`config.mk`:
```
export PLATFORM = sky130hd
export DESIGN_NAME = send_queue_flat
export DESIGN_NICKNAME = d
export VERILOG_FILES = /design/src/rtl/send_queue_if.sv /design/src/rtl/send_queue.sv /design/src/flat_wrapper.sv
export SDC_FILE = /design/constraint.sdc
export NUM_CORES = 1
export LEC_CHECK = 0
export ABC_AREA = 1
export CAP_MARGIN = 25
export CORE_MARGIN = 8
export CORE_UTILIZATION = 30
export DETAILED_ROUTE_END_ITERATION = 8
export DONT_BUFFER_PORTS = 1
export MAX_ROUTING_LAYER = met4
export PLACE_DENSITY = 0.49
export SLEW_MARGIN = 20
export SYNTH_ARGS = -nofsm -noshare
export SYNTH_HDL_FRONTEND = slang
export SYNTH_SLANG_ARGS = --single-unit
```
`constraint.sdc`:
```
create_clock -name CLK -period 5.67 [get_ports CLK]
set_clock_uncertainty 0.2 [all_clocks]
set_input_delay 1.134 -clock CLK [delete_from_list [all_inputs] [get_ports CLK]]
set_output_delay 1.134 -clock CLK [all_outputs]
set_load 0.01 [all_outputs]
```
`src/rtl/send_queue_if.sv`:
```
// ---------------------------------------------------------------------------
// send_queue_if
// Handshake bundle between a byte producer, the send queue and the UART
// sender that drains it.
//   in_data/in_len/in_valid/in_ready : producer push of 1..4 bytes
//   flush                            : discard everything queued
//   out_data/out_valid/out_ready     : head byte towards the UART sender
//   level/almost_full                : occupancy status
// master : producer/consumer side (drives requests, observes status)
// slave  : the queue itself
// ---------------------------------------------------------------------------
interface send_queue_if #(
  parameter int DEPTH_LOG2 = 4
);
  logic [31:0]         in_data;
  logic [1:0]          in_len;
  logic                in_valid;
  logic                in_ready;
  logic                flush;
  logic [7:0]          out_data;
  logic                out_valid;
  logic                out_ready;
  logic [DEPTH_LOG2:0] level;
  logic                almost_full;

  modport master (
    output in_data, in_len, in_valid, flush, out_ready,
    input  in_ready, out_data, out_valid, level, almost_full
  );

  modport slave (
    input  in_data, in_len, in_valid, flush, out_ready,
    output in_ready, out_data, out_valid, level, almost_full
  );
endinterface

```
`src/rtl/send_queue.sv`:
```
// ---------------------------------------------------------------------------
// send_queue
// Byte FIFO in front of a UART sender. A producer pushes 1..4 bytes per
// cycle (most significant byte first); the sender pops one byte per cycle.
//   CLK   : single clock, rising edge
//   RST_N : synchronous active-low reset (pointers and level only)
//   bus   : send_queue_if.slave (push port, pop port, flush, status)
// ---------------------------------------------------------------------------
module send_queue #(
  parameter int DEPTH_LOG2 = 4,
  parameter int AF_LEVEL   = 12
) (
  input  logic         CLK,
  input  logic         RST_N,
  send_queue_if.slave  bus
);

  localparam int DEPTH = 2 ** DEPTH_LOG2;
  localparam int LW    = DEPTH_LOG2 + 1;   // level width
  localparam int FW    = DEPTH_LOG2 + 2;   // headroom width for free-space math

  logic [7:0]            r_mem [DEPTH];
  logic [DEPTH_LOG2-1:0] r_rd_ptr;
  logic [DEPTH_LOG2-1:0] r_wr_ptr;
  logic [LW-1:0]         r_level;

  logic [FW-1:0]         w_free;
  logic [FW-1:0]         w_need;
  logic [2:0]            w_n;
  logic                  w_push;
  logic                  w_pop;
  logic [LW-1:0]         w_level_add;
  logic [LW-1:0]         w_level_sub;
  logic [7:0]            w_slot_byte [4];
  logic [3:0]            w_slot_en;

  // Space check uses the registered level only, so a pop in the same
  // cycle never makes room for this cycle's push.
  assign w_n    = {1'b0, bus.in_len} + 3'd1;
  assign w_free = FW'(DEPTH) - {1'b0, r_level};
  assign w_need = {{DEPTH_LOG2{1'b0}}, bus.in_len} + FW'(1);

  assign bus.in_ready    = !bus.flush && (w_free >= w_need);
  assign w_push          = bus.in_valid && bus.in_ready;
  assign w_pop           = (r_level != '0) && bus.out_ready && !bus.flush;

  assign bus.out_valid   = (r_level != '0);
  assign bus.out_data    = r_mem[r_rd_ptr];
  assign bus.level       = r_level;
  assign bus.almost_full = (r_level >= LW'(AF_LEVEL));

  assign w_level_add = w_push ? LW'(w_n) : '0;
  assign w_level_sub = w_pop  ? LW'(1)   : '0;

  // Slot j (offset from write pointer) receives byte (in_len - j), so the
  // most significant offered byte lands first in queue order.
  always_comb begin
    for (int j = 0; j < 4; j++) begin
      w_slot_en[j]   = 1'b0;
      w_slot_byte[j] = 8'h00;
    end
    for (int j = 0; j < 4; j++) begin
      logic [1:0] w_sel;
      w_sel          = bus.in_len - 2'(j);
      w_slot_en[j]   = (j <= int'(bus.in_len));
      w_slot_byte[j] = bus.in_data[{w_sel, 3'b000} +: 8];
    end
  end

  // Storage is never reset; only the pointers decide what is valid.
  always_ff @(posedge CLK) begin
    if (RST_N && w_push) begin
      for (int j = 0; j < 4; j++) begin
        if (w_slot_en[j]) begin
          r_mem[r_wr_ptr + DEPTH_LOG2'(j)] <= w_slot_byte[j];
        end
      end
    end
  end

  always_ff @(posedge CLK) begin
    if (!RST_N) begin
      r_rd_ptr <= '0;
      r_wr_ptr <= '0;
      r_level  <= '0;
    end else if (bus.flush) begin
      r_rd_ptr <= '0;
      r_wr_ptr <= '0;
      r_level  <= '0;
    end else begin
      if (w_push) r_wr_ptr <= r_wr_ptr + DEPTH_LOG2'(w_n);
      if (w_pop)  r_rd_ptr <= r_rd_ptr + DEPTH_LOG2'(1);
      r_level <= r_level + w_level_add - w_level_sub;
    end
  end

endmodule

```
`src/flat_wrapper.sv`:
```
// flat-port wrapper written by rule: the top's interface ports become plain ports
module send_queue_flat 
#(
  parameter int DEPTH_LOG2 = 4,
  parameter int AF_LEVEL   = 12
)
  (CLK, RST_N, bus_in_data, bus_in_len, bus_in_valid, bus_flush, bus_out_ready, bus_in_ready, bus_out_data, bus_out_valid, bus_level, bus_almost_full);
  send_queue_if #(.DEPTH_LOG2(DEPTH_LOG2)) bus_i ();
  input  logic CLK;
  input  logic RST_N;
  input wire logic [$bits(bus_i.in_data)-1:0] bus_in_data;
  input wire logic [$bits(bus_i.in_len)-1:0] bus_in_len;
  input wire logic [$bits(bus_i.in_valid)-1:0] bus_in_valid;
  input wire logic [$bits(bus_i.flush)-1:0] bus_flush;
  input wire logic [$bits(bus_i.out_ready)-1:0] bus_out_ready;
  output wire logic [$bits(bus_i.in_ready)-1:0] bus_in_ready;
  output wire logic [$bits(bus_i.out_data)-1:0] bus_out_data;
  output wire logic [$bits(bus_i.out_valid)-1:0] bus_out_valid;
  output wire logic [$bits(bus_i.level)-1:0] bus_level;
  output wire logic [$bits(bus_i.almost_full)-1:0] bus_almost_full;
  assign bus_i.in_data = bus_in_data;
  assign bus_i.in_len = bus_in_len;
  assign bus_i.in_valid = bus_in_valid;
  assign bus_i.flush = bus_flush;
  assign bus_i.out_ready = bus_out_ready;
  assign bus_in_ready = bus_i.in_ready;
  assign bus_out_data = bus_i.out_data;
  assign bus_out_valid = bus_i.out_valid;
  assign bus_level = bus_i.level;
  assign bus_almost_full = bus_i.almost_full;
  send_queue #(.DEPTH_LOG2(DEPTH_LOG2), .AF_LEVEL(AF_LEVEL)) u_core (.CLK(CLK), .RST_N(RST_N), .bus(bus_i));
endmodule
```
**Word-level counts from Yosys, hierarchy flattened**

Memories as Yosys holds them, arrays and structs flattened. A register that Yosys moved wholly into a read port is not among the register bits.
Index checks and enable logic that the tools add are counted.

- Memory bits (writable): 128
- Memories kept: 1
- Logic and storage cells: 50
- Flip-flop bits (word level): 13
- Output and inout port bits: 16
- Input port bits: 39

Memories:

| name | words | width | rd ports | clocked after Yosys merged registers in | wr ports | RTL line | RTL |
|---|---|---|---|---|---|---|---|
| u_core.r_mem | 16 | 8 | 1 | 1 | 4 | send_queue.sv:22 | `logic [7:0] r_mem [DEPTH];` |

- Shifts and indexed selects: 4
- Reductions and logical operators: 8
- Add/sub/neg operators: 13
- Order comparisons: 5
- Multiplexer cells: 15
- Bitwise gates (word level): 1

Operators with widths:

| cell | count |
|---|---|
| $shiftx A32 B6 Y8 | 4 |
| $mux W1 | 12 |
| $add A4 B1 Y4 const B | 2 |
| $add A4 B2 Y4 const B | 2 |
| $mux W4 | 2 |
| $add A2 B1 Y3 const B | 2 |
| $ge A6 B6 Y1 | 1 |
| $sub A5 B5 Y6 const A | 1 |
| $add A5 B5 Y5 | 1 |
| $ge A5 B4 Y1 const B | 1 |
| $logic_and A1 B1 Y1 | 5 |
| $reduce_bool A5 Y1 | 1 |
| $sub A5 B5 Y5 | 1 |
| $add A4 B3 Y4 | 1 |
| $le A2 B2 Y1 const A | 2 |
| $sub A2 B2 Y2 const B | 2 |
| $mux W3 | 1 |
| $le A1 B2 Y1 const A | 1 |
| $reduce_or A2 Y1 | 1 |
| $sub A2 B1 Y2 const B | 1 |
| $logic_not A1 Y1 | 1 |
| $not A1 Y1 | 1 |

**Logic depth before layout (Yosys ltp)**

- Depth in word-level cells: 7
- Mapped depth: 22
- Depth with buffers taken out: 21

**Worst setup path before layout**

No wires, ideal clock.

- Path kind: in2reg
- Start point: in bus_in_len[1]
- End point: reg u_core.r_level[4], in the netlist u_core.bus.level[4]
- Library setup time: 125 ps
- Arrival: 4466 ps
- Slack: 879 ps
- Stages on the path: 19
- Path through: inv_1 > buf_1 > ha_1 > inv_1 > buf_1 > ha_1 > nand2_1 > nand2_1 > nand2_1 > nand3_2 > nand3_1 > inv_1 > nand2_1 > ha_1 > fa_1 > nor3_1 > a211oi_1 > o21ai_0 > a21oi_1

- Word-level cells in the longest chain between the ends: 7
- Elaborated cells on any way between the ends: 8
- Those cells by class: 4 x add/sub; 1 x order compare; 1 x mux; 2 x reduce/logical

Ends and longest elaborated chain:

| item | RTL line | RTL |
|---|---|---|
| start, declared | flat_wrapper.sv:12 | `input wire logic [$bits(bus_i.in_len)-1:0] bus_in_len;` |
| $add A2 B1 Y3 | send_queue.sv:39, send_queue.sv:41 |  |
| $ge A6 B6 Y1 | send_queue.sv:43 | `assign bus.in_ready = !bus.flush && (w_free >= w_need);` |
| $logic_and A1 B1 Y1 | send_queue.sv:43 |  |
| $logic_and A1 B1 Y1 | send_queue.sv:44 | `assign w_push = bus.in_valid && bus.in_ready;` |
| $mux W3 * | send_queue.sv:52 | `assign w_level_add = w_push ? LW'(w_n) : '0;` |
| $add A5 B5 Y5 * | send_queue.sv:93 | `r_level <= r_level + w_level_add - w_level_sub;` |
| $sub A5 B5 Y5 * | send_queue.sv:93 |  |
| end signal, assigned | send_queue.sv:93 |  |
| end, declared | send_queue.sv:25 | `logic [LW-1:0] r_level;` |

Mark *: on every way between the ends. The rest lies on a longest branch, timed or not.
A chain may end at the register's enable or synchronous reset.

==> flow_metrics.py <==
metrics = {
    "critical_path": {
        "critical_path.max_fanout": 69,
        "critPathKind": "reg -> out",
        "cp.arrival_ps": 2820,
        "cp_slowest_cell": "dfxtp_4",
        "crit_buf_inv": 1,
        "crit_chain": "buf_4 > mux2i_1 > o21ai_0 > o211ai_1 > nand2_1",
        "endpoint_kind": "primary output",
        "critPathLaunchType": "flop",
        "max_stage_delay_ps": 880,
        "required_ps": 4340,
        "crit_family": "flip-flops",
    },
    "sta": {
        "hold_violations": 0,
        "setup_viol": 0,
        "fin_ws_ps": 1520,
        "fmax_ghz": 0.241,
        "setup_tns_ps": 0,
        "worst_slew_pin_slew_ps": 976,
        "layout_min_cycle_time_ps": 4150,
        "fin_crit_sh_pct": 73.2,
        "whs_ps": 264,
        "rsz0062_at_grt": "no",
        "maxSlewViolCount": 0,
        "max-slew-margin-rel_pct": 34.7,
    },
    "route": {
        "drc_errors": 0,
        "dr.pass1.iters": 6,
        "vias": 13294,
        "drt-wirelength-per-cell_um": 24.0,
        "viasPerCell": 5.58,
        "drtIter0Drc": 1957,
        "antenna_left": 0,
        "routed_wl_mm": 57.0,
    },
    "floorplan": {
        "core-area_sq_mm": 0.0428,
        "initial_core_util_pct": 30.2,
        "num_io_pins": 55,
        "rows": 76,
        "die_w_um": 224,
        "dieArea_sq_mm": 0.0500,
        "die_y_um": 224,
    },
    "global_routing": {
        "grt_pass1_wl_mm": 82.7,
        "grt_usage_pct": 23.0,
        "grt_max_degree": 98,
        "grt_pass1_vias": 12219,
        "overflow": 0,
        "antenna_found_initial": 1,
    },
    "flow_run": {
        "max_cap_viol_count": 0,
    },
    "clock_tree": {
        "cts_buffers": 17,
        "clk_path_buf_depth": 2,
        "clockRootBuffer": "clkbuf_16",
        "cts_tree": "done",
        "post_cts_resized": 0,
        "clock_sinks": 145,
        "cts.reportedPaths.clkPinSlew_ps": 60,
        "h-tree-depth": 4,
        "ctsHoldBuffers": 0,
        "insertion_delay_ps": 460,
        "cts_setup_buffers": 0,
    },
    "final_layout": {
        "fin_area_sq_mm": 0.0140,
        "layoutNonFillerInstCount": 2381,
        "multiInputGateArea_sq_mm": 0.00740,
        "drive_above_1_share_pct": 10.5,
        "nNetsFinal": 1885,
        "fillerInstances": 4657,
        "final_util_pct": 32.8,
        "syn_to_final_growth_pct": 8.67,
        "seq_area_sq_mm": 0.00419,
    },
    "power": {
        "p_sw_share_pct": 38.4,
        "clkPwrFrac_pct": 32.6,
        "intPower_mw": 2.20,
        "total_power_mw": 3.56,
        "leakage_nw": 5.99,
        "p_sw_mw": 1.37,
        "p_per_area_mw_per_mm2": 254,
        "share_comb_of_total_power_pct": 31.8,
        "max-vdd-ir-drop_uv": 222,
        "p_seq_share_pct": 35.6,
    },
    "synthesis": {
        "synth-seq-cells": 145,
        "syn-num-nets": 1930,
        "yosys_warnings": 0,
        "synth.yosys.seq_area_share_pct": 32.4,
        "synthesis.area_sq_mm": 0.0129,
        "avgSynthCellArea_sq_um": 6.93,
        "syn_inst": 1866,
        "synth_cell_types": 48,
    },
    "placed_design": {
        "dp_hpwl_mm": 39.1,
        "place_area_sq_mm": 0.0134,
        "routabilityCongestion": 0.966,
        "dp.cells": 2348,
        "pre_cts_ws_ps": 1140,
        "port_buffers": 0,
    },
    "outcome": {
        "outcome": "completed",
    },
    "worst_hold_path": {
        "min_path_type": "reg -> reg",
    },
}
[worst reg2reg max path, stage by stage, from the launching register on]
cell and delay (ps):
dfxtp_1 880, inv_1 300, ha_1 280, nand2_1 70, nand2_2 90, xor2_4 280
inv_2 130, nor2_1 280, nand3_1 430, inv_1 250, a21oi_1 60, nand3_1 330
[layout make-up]
type	instances	share of cell area, %
sequential	145	29.8
clock buffer	20	3.11
clock inverter	12	1.12
timing repair buffer	39	2.35
tap	546	4.86
inverter	226	6.06
antenna	1	0.0178
multi-input combinational	1392	52.7
[sequential cells by signal (all words and copies together), names as in the netlist, named ones only]
register and flops:
u_core.r_mem 128, u_core.r_rd_ptr 4, u_core.r_wr_ptr 4, u_core.bus.level 5
[path summary, 6_finish.rpt]
kind,from,cells past startpoint,to,slack [ps]
max,flop,5,bus_out_data[6],1520
min,u_core.r_rd_ptr[3],1,u_core.r_rd_ptr[3],260
max reg2reg,u_core.r_wr_ptr[1],11,u_core.r_mem[0][1],1730
min reg2reg,u_core.r_rd_ptr[3],1,u_core.r_rd_ptr[3],260
[layer usage]
metal  routed length, um  GRT usage (%)  vias to the layer above
met1               24300           30.3                     6208
met4                2120           9.39                        0
met5                   0              -                        -
met2               25000           34.3                      715
li1                    -              -                     6246
met3                5600           4.53                      125
[cell usage in the layout (no fill, tap or decap), types with 3 or more instances in the layout]
master      count
o21ai_1        18
o211ai_1       32
nor2_2         17
inv_1         194
o21ai_4         4
dfxtp_1        16
nand3_2         8
buf_4          36
o21ai_2        12
clkinvlp_4      3
nand3_1       438
o21a_1          4
a21oi_1       124
o2111ai_1       8
nand4_1        21
nand2_2        24
ha_1           23
mux2i_1        50
buf_12          3
o21ai_0        66
nand2_1       392
inv_2          23
nor2_1        104
clkbuf_16      17
bufinv_16       3
nor2_4         10
clkbuf_1        3
nor2_8          3
clkinv_1        8
or2_2          12
edfxtp_1      128
[cells in the mapped netlist, drive strengths merged]
master	instances	area, sq um
dfxtp	17	340
nor4	2	42.5
clkbuf	34	128
buf	69	377
nor3	4	42.5
o21ai	100	579
nand3b	1	7.51
nor2	134	669
a31oi	1	6.26
ha	23	288
o21a	4	30.0
mux2i	50	500
xnor2	1	8.76
o2111ai	8	70.1
a21oi	124	621
clkinv	8	30.0
a211oi	1	7.51
fa	2	40.0
nand3	448	2310
xor2	2	36.3
nand2	417	1630
inv	218	821
or2	15	96.3
nand4	22	153
and3	1	6.26
o211ai	32	240
edfxtp	128	3840
[power by group through the flow]
stage / Combinational, mW / Sequential, mW / Clock (mW)
6_report: 1.13 / 1.27 / 1.16
5_1_grt: 1.22 / 1.28 / 1.22
4_1_cts: 1.11 / 1.27 / 1.18
2_1_floorplan: 0.712 / 1.25 / 0
3_3_place_gp: 1.11 / 1.29 / 0
3_5_place_dp: 1.11 / 1.29 / 0
[kinds of logic (layout without fill, tap and decap cells)]
logic type	count (synthesis)	in the layout	synth area share (%)
xor gates and xnor gates	3	3	0.349
other	0	1	0
and+or+nand+nor	1044	1044	38.4
DFF	145	145	32.4
buffers and inverters	329	297	10.5
adders and majority gates	25	25	2.54
muxes	50	50	3.87
AOI/OAI and AO/OA	270	270	12.0
Note: power is estimated with default switching activity, not from simulation.
==> RTL change, RTL diff (same flow settings) <==
`AF_LEVEL` is set to 12 in 2 places; all go to 8.
--- a/src/rtl/send_queue.sv
+++ b/src/rtl/send_queue.sv
@@ -10,3 +10,3 @@
   parameter int DEPTH_LOG2 = 4,
-  parameter int AF_LEVEL   = 12
+  parameter int AF_LEVEL   = 8
 ) (
--- a/src/flat_wrapper.sv
+++ b/src/flat_wrapper.sv
@@ -4,3 +4,3 @@
   parameter int DEPTH_LOG2 = 4,
-  parameter int AF_LEVEL   = 12
+  parameter int AF_LEVEL   = 8
 )
Formal check against the unedited RTL: not equivalent (a bounded check fails within 4 cycles, from zero or initial values).
==> RTL change against the original RTL <==
Setup slack got worse by 0.28 ns. Critical path depth increased by 7. Sequential cell count unchanged. Die area is 1.4% lower. Cell area down 0.79%. Count of clock-buffer cells in the layout increased by 5. Synthesized area shrank 1.5%. Total power down 0.52%. Wire length rose by 2.6%. Critical path type is now in -> reg. Largest cell class unchanged. Highest routed layer unchanged.
==> RTL change: results <==
[cells_and_area]
instances_no_fill = 2382
multi_input_area_um2 = 7220
drive_above_1_share_pct = 9.50

[yosys]
ys_types = 42
synth_common_cells = "441 x nand3_1, 404 x nand2_1, 213 x inv_1"
synth_compound_area_share_pct = 11.9
yosys.area_share.adder_pct = 2.57
avgSynthCellArea_um2 = 6.81
synthXorXnorAreaFrac_pct = 0.334
syn-num-nets = 1935

[power]
powerDensity_nw_per_um2 = 254
switching_share_pct = 38.8
pwr-share-comb_pct = 32.1
peakVddDrop_mv = 0.231
p_leak_uw = 0.00602

[timing]
fin_crit_ns = 4.43
hold_ws_ns = 0.246

[drt]
dr.first_iter.drc_count = 1967
dr.pass1.iters = 7
routed_wl_um = 58500
vias_per_cell = 5.69

[placed_design]
dp_slack_ns = 0.855
gp_congestion = 0.973
dp_hpwl_um = 40200
dpl_cell_area_um2 = 13300

[global_route]
grt_pass1_wl_um = 84700
grt_antenna_before_repair = 2
first_global_vias = 12300

[critical_path]
cpLargestDelayFamily = "simple AND/OR/NAND/NOR gates"
cp.arrival_ns = 4.30
path_max_fanout = 35
cp_slowest_cell = "nand3_1"
rr_startpoint = "u_core.bus.level[0]"
max_stage_delay_ns = 0.63
r2r_slack_ns = 1.70

[status]
status = "complete, no violations"

[floorplanning]
row_count = 75
RTL change: cell types whose count changed after synthesis, sizes merged, moves of 2 or more:
cell / delta
buf: -3
clkbuf: +6
clkinv: -4
inv: +8
nand2: +4
nand3: -4
o21ai: -2
RTL change: area by class of cell:
type                            count  area share [%]
Clock buffer                       25            3.94
Clock inverter                      7           0.296
Inverter                          230            6.21
Antenna cell                        1          0.0180
Sequential cell                   145            30.1
Multi-Input combinational cell   1390            51.8
Timing Repair Buffer               45            2.84
Tap cell                          539            4.84
RTL change: path summary, 6_finish.rpt:
| check | to | cells after the start |
|---|---|---|
| worst max register to register | u_core.r_mem[11][7] | 14 |
| worst min register to register | flip-flop | 1 |
| worst max-delay path | u_core.r_mem[11][7] | 12 |
| worst min-delay path | flip-flop | 1 |
RTL change: metal layers:
layer / routed length (um) / track usage (%)
met5: 0 / -
met4: 2100 / 8.83
met3: 5520 / 3.70
met2: 25400 / 35.2
met1: 25500 / 32.3
